File: src/rtl/memory_arbiter.sv
// memory_arbiter: arbitrates one fetch port and an in-order load/store FIFO onto a single backing-memory port.
// Ports:
//   clk, rst_n                         clock, asynchronous active-low reset
//   if_valid_in, if_addr_in            fetch request (one outstanding, held in a holding register)
//   if_data_out, if_ready_out          fetched word, one-cycle completion pulse
//   if_stall_out                       fetch port busy
//   d_valid_in, d_rw_in, d_addr_in,
//   d_data_in, d_id_in                 load/store request pushed into a D_DEPTH-entry FIFO
//   d_data_out, d_id_out, d_ready_out  completion of the oldest data request (data 0 for stores)
//   d_stall_out                        data FIFO full
//   mem_req_out, mem_rw_out,
//   mem_addr_out, mem_wdata_out        backing-memory request, held until mem_ack_in
//   mem_rdata_in, mem_ack_in           backing-memory response
//   error_out                          sticky acknowledge-timeout flag
module memory_arbiter #(
  parameter int D_DEPTH     = 4,
  parameter int ACK_TIMEOUT = 255
) (
  input  logic        clk,
  input  logic        rst_n,
  input  logic        if_valid_in,
  input  logic [31:0] if_addr_in,
  output logic [31:0] if_data_out,
  output logic        if_ready_out,
  output logic        if_stall_out,
  input  logic        d_valid_in,
  input  logic        d_rw_in,
  input  logic [31:0] d_addr_in,
  input  logic [31:0] d_data_in,
  input  logic [3:0]  d_id_in,
  output logic [31:0] d_data_out,
  output logic [3:0]  d_id_out,
  output logic        d_ready_out,
  output logic        d_stall_out,
  output logic        mem_req_out,
  output logic        mem_rw_out,
  output logic [31:0] mem_addr_out,
  output logic [31:0] mem_wdata_out,
  input  logic [31:0] mem_rdata_in,
  input  logic        mem_ack_in,
  output logic        error_out
);
  localparam int AW = $clog2(D_DEPTH);
  localparam int CW = AW + 1;
  localparam logic [7:0] TO = 8'(ACK_TIMEOUT);
  typedef enum logic [1:0] {IDLE, I_BUSY, D_BUSY, RESP} state_t;
  state_t state;
  logic          if_pend;
  logic [31:0]   if_addr;
  logic          q_rw   [D_DEPTH];
  logic [31:0]   q_addr [D_DEPTH];
  logic [31:0]   q_data [D_DEPTH];
  logic [3:0]    q_id   [D_DEPTH];
  logic [AW-1:0] rd_ptr, wr_ptr;
  logic [CW-1:0] count;
  logic          last_d;
  logic [7:0]    wait_cnt;
  logic          if_acc, d_acc, pop, f_pend, d_pend, busy;
  assign if_stall_out = if_pend;
  assign d_stall_out  = count == CW'(D_DEPTH);
  assign if_acc       = if_valid_in && !if_pend;
  assign d_acc        = d_valid_in && !d_stall_out;
  // d_ready_out is only high in RESP, so it doubles as "the granted side was data"
  assign pop          = state == RESP && d_ready_out;
  // requests arriving on this edge count as pending so service starts one cycle after accept
  assign f_pend       = if_pend || if_valid_in;
  assign d_pend       = count != '0 || d_acc;
  assign busy         = state == I_BUSY || state == D_BUSY;
  // memory-side outputs decode straight from state/holding registers: stable while waiting, and
  // mem_req_out falls the instant the asynchronous reset hits the state register
  assign mem_req_out   = busy;
  assign mem_rw_out    = state == D_BUSY && q_rw[rd_ptr];
  assign mem_addr_out  = state == I_BUSY ? if_addr : state == D_BUSY ? q_addr[rd_ptr] : '0;
  assign mem_wdata_out = mem_rw_out ? q_data[rd_ptr] : '0;
  always_ff @(posedge clk) begin
    if (d_acc) begin
      q_rw[wr_ptr]   <= d_rw_in;
      q_addr[wr_ptr] <= d_addr_in;
      q_data[wr_ptr] <= d_data_in;
      q_id[wr_ptr]   <= d_id_in;
    end
  end
  always_ff @(posedge clk or negedge rst_n) begin
    if (!rst_n) begin
      state        <= IDLE;
      if_pend      <= 1'b0;
      if_addr      <= '0;
      rd_ptr       <= '0;
      wr_ptr       <= '0;
      count        <= '0;
      last_d       <= 1'b1;
      wait_cnt     <= '0;
      error_out    <= 1'b0;
      if_ready_out <= 1'b0;
      if_data_out  <= '0;
      d_ready_out  <= 1'b0;
      d_data_out   <= '0;
      d_id_out     <= '0;
    end else begin
      if (if_acc) begin
        if_pend <= 1'b1;
        if_addr <= if_addr_in;
      end
      if (d_acc) wr_ptr <= wr_ptr + 1'b1;
      if (pop) rd_ptr <= rd_ptr + 1'b1;
      count <= count + CW'(d_acc) - CW'(pop);
      // saturating count of consecutive unacknowledged request cycles
      if (!busy || mem_ack_in) wait_cnt <= '0;
      else if (wait_cnt != TO) wait_cnt <= wait_cnt + 8'd1;
      if (busy && !mem_ack_in && wait_cnt == TO - 8'd1) error_out <= 1'b1;
      if_ready_out <= 1'b0;
      d_ready_out  <= 1'b0;
      case (state)
        IDLE:   state <= f_pend && (!d_pend || last_d) ? I_BUSY : d_pend ? D_BUSY : IDLE;
        I_BUSY: if (mem_ack_in) begin
          state        <= RESP;
          if_ready_out <= 1'b1;
          if_data_out  <= mem_rdata_in;
        end
        D_BUSY: if (mem_ack_in) begin
          state       <= RESP;
          d_ready_out <= 1'b1;
          d_data_out  <= q_rw[rd_ptr] ? '0 : mem_rdata_in;
          d_id_out    <= q_id[rd_ptr];
        end
        RESP: begin
          state  <= IDLE;
          last_d <= d_ready_out;
          if (!d_ready_out) if_pend <= 1'b0;
        end
      endcase
    end
  end
endmodule

File: config.mk
export PLATFORM = sky130hd
export DESIGN_NAME = memory_arbiter
export DESIGN_NICKNAME = d
export VERILOG_FILES = /design/src/rtl/memory_arbiter.sv
export SDC_FILE = /design/constraint.sdc
export NUM_CORES = 1
export LEC_CHECK = 0
export ABC_CLOCK_PERIOD_IN_PS = 3300
export CAP_MARGIN = 20
export CORE_ASPECT_RATIO = 1.25
export CORE_MARGIN = 3
export CORE_UTILIZATION = 47
export CTS_CLUSTER_SIZE = 40
export DETAILED_ROUTE_END_ITERATION = 6
export GPL_TIMING_DRIVEN = 0
export PLACE_DENSITY = 0.86
export SYNTH_ARGS = -nofsm -noshare
export SYNTH_HDL_FRONTEND = slang
export SYNTH_SLANG_ARGS = --single-unit
File: constraint.sdc
create_clock -name clk -period 3.3 [get_ports clk]
set_clock_uncertainty 0.2 [all_clocks]
set_input_delay 0.99 -clock clk [delete_from_list [all_inputs] [get_ports clk]]
set_output_delay 0.99 -clock clk [all_outputs]
set_load 0.05 [all_outputs]
### Yosys cells after proc, flatten, opt, wreduce, memory -nomap -nowiden

Memories as Yosys holds them, arrays and structs flattened. A register that Yosys moved wholly into a read port is not among the register bits.
Cells that the tools add are included.

* add/sub/neg operators: 5
* eq/ne operators: 7
* muxes and demuxes: 18
* reductions and logical operators: 24

Operators with widths (number)
* 32-bit two-way mux: 4
* 8-bit two-way mux: 2
* 8-bit by 1-bit adder with 8-bit output, second input constant: 1
* 8-bit equality test, second input constant: 1
* 1-bit two-way mux: 8
* 8-bit inequality test, second input constant: 1
* 1-bit logical AND: 7
* 1-bit logical NOT: 6
* 2-bit two-way mux: 3
* 2-bit case mux with 3 select lines: 1
* 1-bit logical OR: 5
* 2-bit by 1-bit adder with 2-bit output, second input constant: 2
* 2-bit equality test, second input constant: 2
* 2-bit AND reduction: 2
* 3-bit by 1-bit adder with 3-bit output: 1
* 3-bit equality test, second input constant: 1
* 3-bit nonzero test: 1
* 3-bit by 1-bit subtractor with 3-bit output: 1
* 2-bit by 1-bit equality test with 1-bit output, second input constant: 1
* 2-bit logical NOT: 1
* 2-bit by 1-bit inequality test with 1-bit output, second input constant: 1
* 2-bit nonzero test: 1
* 2-bit OR reduction: 1

* bits in registers: 118
* memory bits (writable): 276
* bits of input ports: 138
* output and inout bits: 139
* logic and storage cells: 71
* memories: 4

Memory list
* q_addr: depth 4, width 32, read ports 1, clocked after memory_dff 0, wr ports 1, line 51 `logic [31:0] q_addr [D_DEPTH];`
* q_data: depth 4, width 32, read ports 1, clocked after memory_dff 0, wr ports 1, line 52 `logic [31:0] q_data [D_DEPTH];`
* q_id: depth 4, width 4, read ports 1, clocked after memory_dff 1, wr ports 1, line 53 `logic [3:0] q_id [D_DEPTH];`
* q_rw: depth 4, width 1, read ports 1, clocked after memory_dff 0, wr ports 1, line 50 `logic q_rw [D_DEPTH];`

### Longest topological paths before layout

* depth in word-level cells: 9
* gate-level depth with buffers: 8
* depth with buffers taken out: 8

### Worst setup path before layout

Ideal clock, no wire load.

* kind: register -> register
* start: reg count[1]
* end: mem q_addr[0][0], enable pin
* setup time: 569 ps
* arrival time: 2923 ps
* required time: 2531 ps
* slack: -392 ps
* cell stages (with the launch flop): 4
* buffers on the path: 0
* clock period less this slack: 3692 ps
* cells stage by stage: dfrtp_1 nor3b_1 nor2b_1 and2_1

* longest elaborated chain between the ends: 5

Ends and longest elaborated chain
* from (decl): line 55 `logic [CW-1:0] count;`
* from (signal assigned): line 106 `count <= count + CW'(d_acc) - CW'(pop);`
* 3-bit equality test: line 60 `assign d_stall_out = count == CW'(D_DEPTH);`
* net d_stall_out: line 34 `output logic d_stall_out,`
* 1-bit logical NOT: line 62 `assign d_acc = d_valid_in && !d_stall_out;`
* 1-bit logical AND: line 62
* 1-bit two-way mux: line 76 `if (d_acc) begin`
* 1-bit two-way mux (not written as such): line 78 `q_addr[wr_ptr] <= d_addr_in;`
* to (decl): line 51

The timed path passes the listed nets, and every way through them passes these cells.

### Final worst setup path

* start: reg rd_ptr[0]
* end: out mem_wdata_out[24]

* longest elaborated chain between the ends: 3
* elaborated cells on any way between the ends: 4
* those cells by class: 1 x mux; 1 x reduce/logical; 2 x memory

Ends and longest elaborated chain
* from (decl): line 54 `logic [AW-1:0] rd_ptr, wr_ptr;`
* from (signal assigned): line 105 `if (pop) rd_ptr <= rd_ptr + 1'b1;`
* memory 4 x 1 bit
* 1-bit logical AND: line 72 `assign mem_rw_out = state == D_BUSY && q_rw[rd_ptr];`
* 32-bit two-way mux *: line 74 `assign mem_wdata_out = mem_rw_out ? q_data[rd_ptr] : '0;`
* to (decl): line 38 `output logic [31:0] mem_wdata_out,`

Every way passes the cells marked *; elsewhere a longest branch is shown, timed or not.

==> impl_results.md <==
* Net count, final at 1326
* Total GRT Usage at 20.51%
* Antenna-violating nets left at 0
* Relative slew margins at 61.72%
* Mean Syn Cell Area at 18.29 sq um
* Dpl hpwl at 24510 um
* Synthesis-to-layout area growth at 33.26%
* HP Class: in -> async
* Routed WL at 36380 um
* Post-Syn Nets at 994
* Cells after synthesis at 843
* Clk buf depth at 3
* Fin. max-slew vios at 0
* Leakage at 7.635 nW
* Crit-path slowest cell: mux4_2
* TritonCTS Buffers at 38
* Num ports at 277
* Fillers at 2200
* Vias per Instance at 5.525
* Final Hold Viols at 0
* Via count at 8940
* CP Max Fanout at 10
* Most frequent cells in the layout: edfxtp_1, clkdlybuf4s50_1, dfrtp_1, nand2_1, mux4_2
* Post-synthesis cell area at 0.01542 sq mm
* Tcrit/Tclk final at 104.7%
* Sequential share of the synthesized area at 73.56%
* CP endpoint kind: output pin
* Tot Pwr at 0.02120 W
* Worst path max stage delay at 550 ps
* Crit path kind: reg -> out
* Failing checks: setup timing
* Unrepaired setup endpoints after global routing: yes
* Die Wd at 168 um
* Hold WS at 135.1 ps
* Hold Buf Count CTS at 0
* Setup_tns at -6778 ps
* Top cell type's share of synthesized area at 53.75%
* Post-synth top flop: edfxtp_1
* Final setup viols at 65
* Ranking of synthesized cells by area: edfxtp_1, dfrtp_1, mux4_2, mux2_2, nand2_1
* Max Freq at 289.4 MHz
* TritonCTS Sinks at 398
* Cell area power density at 1032 mW/mm^2
* Post-synth EDFFs at 276
* Peak VDD IR at 0.7437 mV
* Post-synth cell types at 44
* Initial antenna violation count at 9
* Routed len/inst at 22.48 um
* Port-buffer cells at 276
* Status: finished, violations left
* Global-route wire length before repair at 55390 um
* Largest area contributor in the netlist: edfxtp_1
* Worst slack at placement at -1171 ps
* Initial Util at 48.09%
* FF+latch count, synth at 398
* R2R Path Start: count[2]
* Most frequent CP cell: buf_12
* PnR worst setup slack at -155.7 ps
* Die area at 0.03503 sq mm
* Vias in the first global route at 9527
* Routability Congestion at 0.8572
* Worst Max-Slew Pin Slew at 573.0 ps
* Worst Setup Start Kind: register
* Ys async rst share at 30.65%
* Max-cap viol count at 0
* Row count at 73
* Clock Tree Root: clkbuf_16
* Crit path cell chain: buf_12 -> mux4_2 -> buf_12 -> buf_12 -> and3_4 -> buf_6
* Tmin final at 3456 ps
* Drt pass-1 iters at 5
* CP startpoint: rd_ptr[0]
* Share of cells above drive strength 1 at 29.18%
* YS warnings at 0
* 1st-iter DRT viols at 614
* Pin count of the biggest net entering global routing at 96
* CTS tree: done
* Residual DRC at 0
* Worst-Skew Late Latency at 520 ps
* Core outline area at 0.03206 sq mm
* Grt ovf at 0
* Commonest non-fill, non-tap cell in the layout: edfxtp_1
* CP bufs+invs at 4
* CTS H-tree depth at 2
* DIE HEIGHT at 208.5 um
* Cell family with most CP delay: buffers and inverters
* Crit path DAT at 2270 ps
* Worst EP required at 2110 ps
* Clock transition at path regs at 60 ps
-- layout make-up --
type / instances / area [sq um] / share of cell area [%]
sequential: 398 / 11340 / 55.21
multi-input combinational: 381 / 3966 / 19.30
timing repair buffer: 293 / 3004 / 14.62
clock buffer: 51 / 1092 / 5.316
tap: 412 / 515.5 / 2.509
buffer: 47 / 424.2 / 2.064
clock inverter: 17 / 132.6 / 0.6455
inverter: 16 / 60.06 / 0.2923
antenna: 3 / 7.507 / 0.03654
-- final timing paths --
path | slack, ps | to | depth (start not counted)
max in group asynchronous | 1970 | if_addr[20] | 2
min in group clk | 270 | error_out | 1
worst max register to register | 800 | count[2] | 8
worst min-delay path | 140 | if_data_out[2] | 1
worst min register to register | 270 | error_out | 1
worst max-delay path | -160 | mem_wdata_out[24] | 6
-- flip-flops by register name (all words and copies together), names as in the netlist, 8 cells and up --
register,flops
d_data_out,32
if_addr,32
if_data_out,32
q_addr,128
q_data,128
q_id,16
wait_cnt,8
-- cells in the mapped netlist (all sizes together), types with 2 or more instances --
master    n
a31oi     2
xnor2     4
a21oi     4
inv      16
buf      25
mux4     69
a21o      2
a211oi    2
nand2    86
edfxtp  276
nor2b     4
nor3      2
dfrtp   121
a22o     32
o21ai    35
ha       12
nor3b     2
o21bai    2
and2      4
clkbuf   23
nand3     5
mux2     65
a22oi     2
and3     34
-- per-layer routing --
layer	up-vias	share of wire (%)	GRT usage (%)
met2	352	51	35.22
met3	93	8.1	6.138
met1	4525	37	24.37
met4	12	3.6	7.959
met5	-	0.23	0
li1	3958	-	-
-- cell families (layout without fill, tap and decap cells) --
| family | Yosys count | in the layout | synth area share [%] |
|---|---|---|---|
| flip-flops | 398 | 398 | 73.56 |
| adder cells (fa/ha/maj) | 13 | 13 | 1.104 |
| AO/OA/AOI/OAI | 86 | 86 | 3.838 |
| multiplexers | 134 | 134 | 14.83 |
| buffers and inverters | 64 | 424 | 2.012 |
| XOR/XNOR | 5 | 5 | 0.2840 |
| other | 0 | 3 | 0 |
| AND/OR/NAND/NOR | 143 | 143 | 4.374 |
-- per-stage QoR --
step	area (sq um)	cells	utilization [%]
floorplan	15430	843	-
global placement	18710	1531	58.35
detailed placement	18850	1536	58.80
CTS	20410	1612	63.67
global route	20550	1618	64.09
finish	20550	1618	64.09
-- where the power goes --
part / internal (W) / leakage [nW] / switching (W) / total (W)
Clock: 0.00249 / 0.611 / 0.00179 / 0.00428
Sequential: 0.00676 / 4.03 / 0.000533 / 0.00730
Combinational: 0.00386 / 2.99 / 0.00577 / 0.00963
-- what timing repair did --
item	4_1_cts	5_1_grt
setup endpoints to repair	66	66
pin swaps	3	0
resized for setup	503	26
cloned	0	1
setup buffers	9	2
Note: power is estimated with default switching activity, not from simulation.
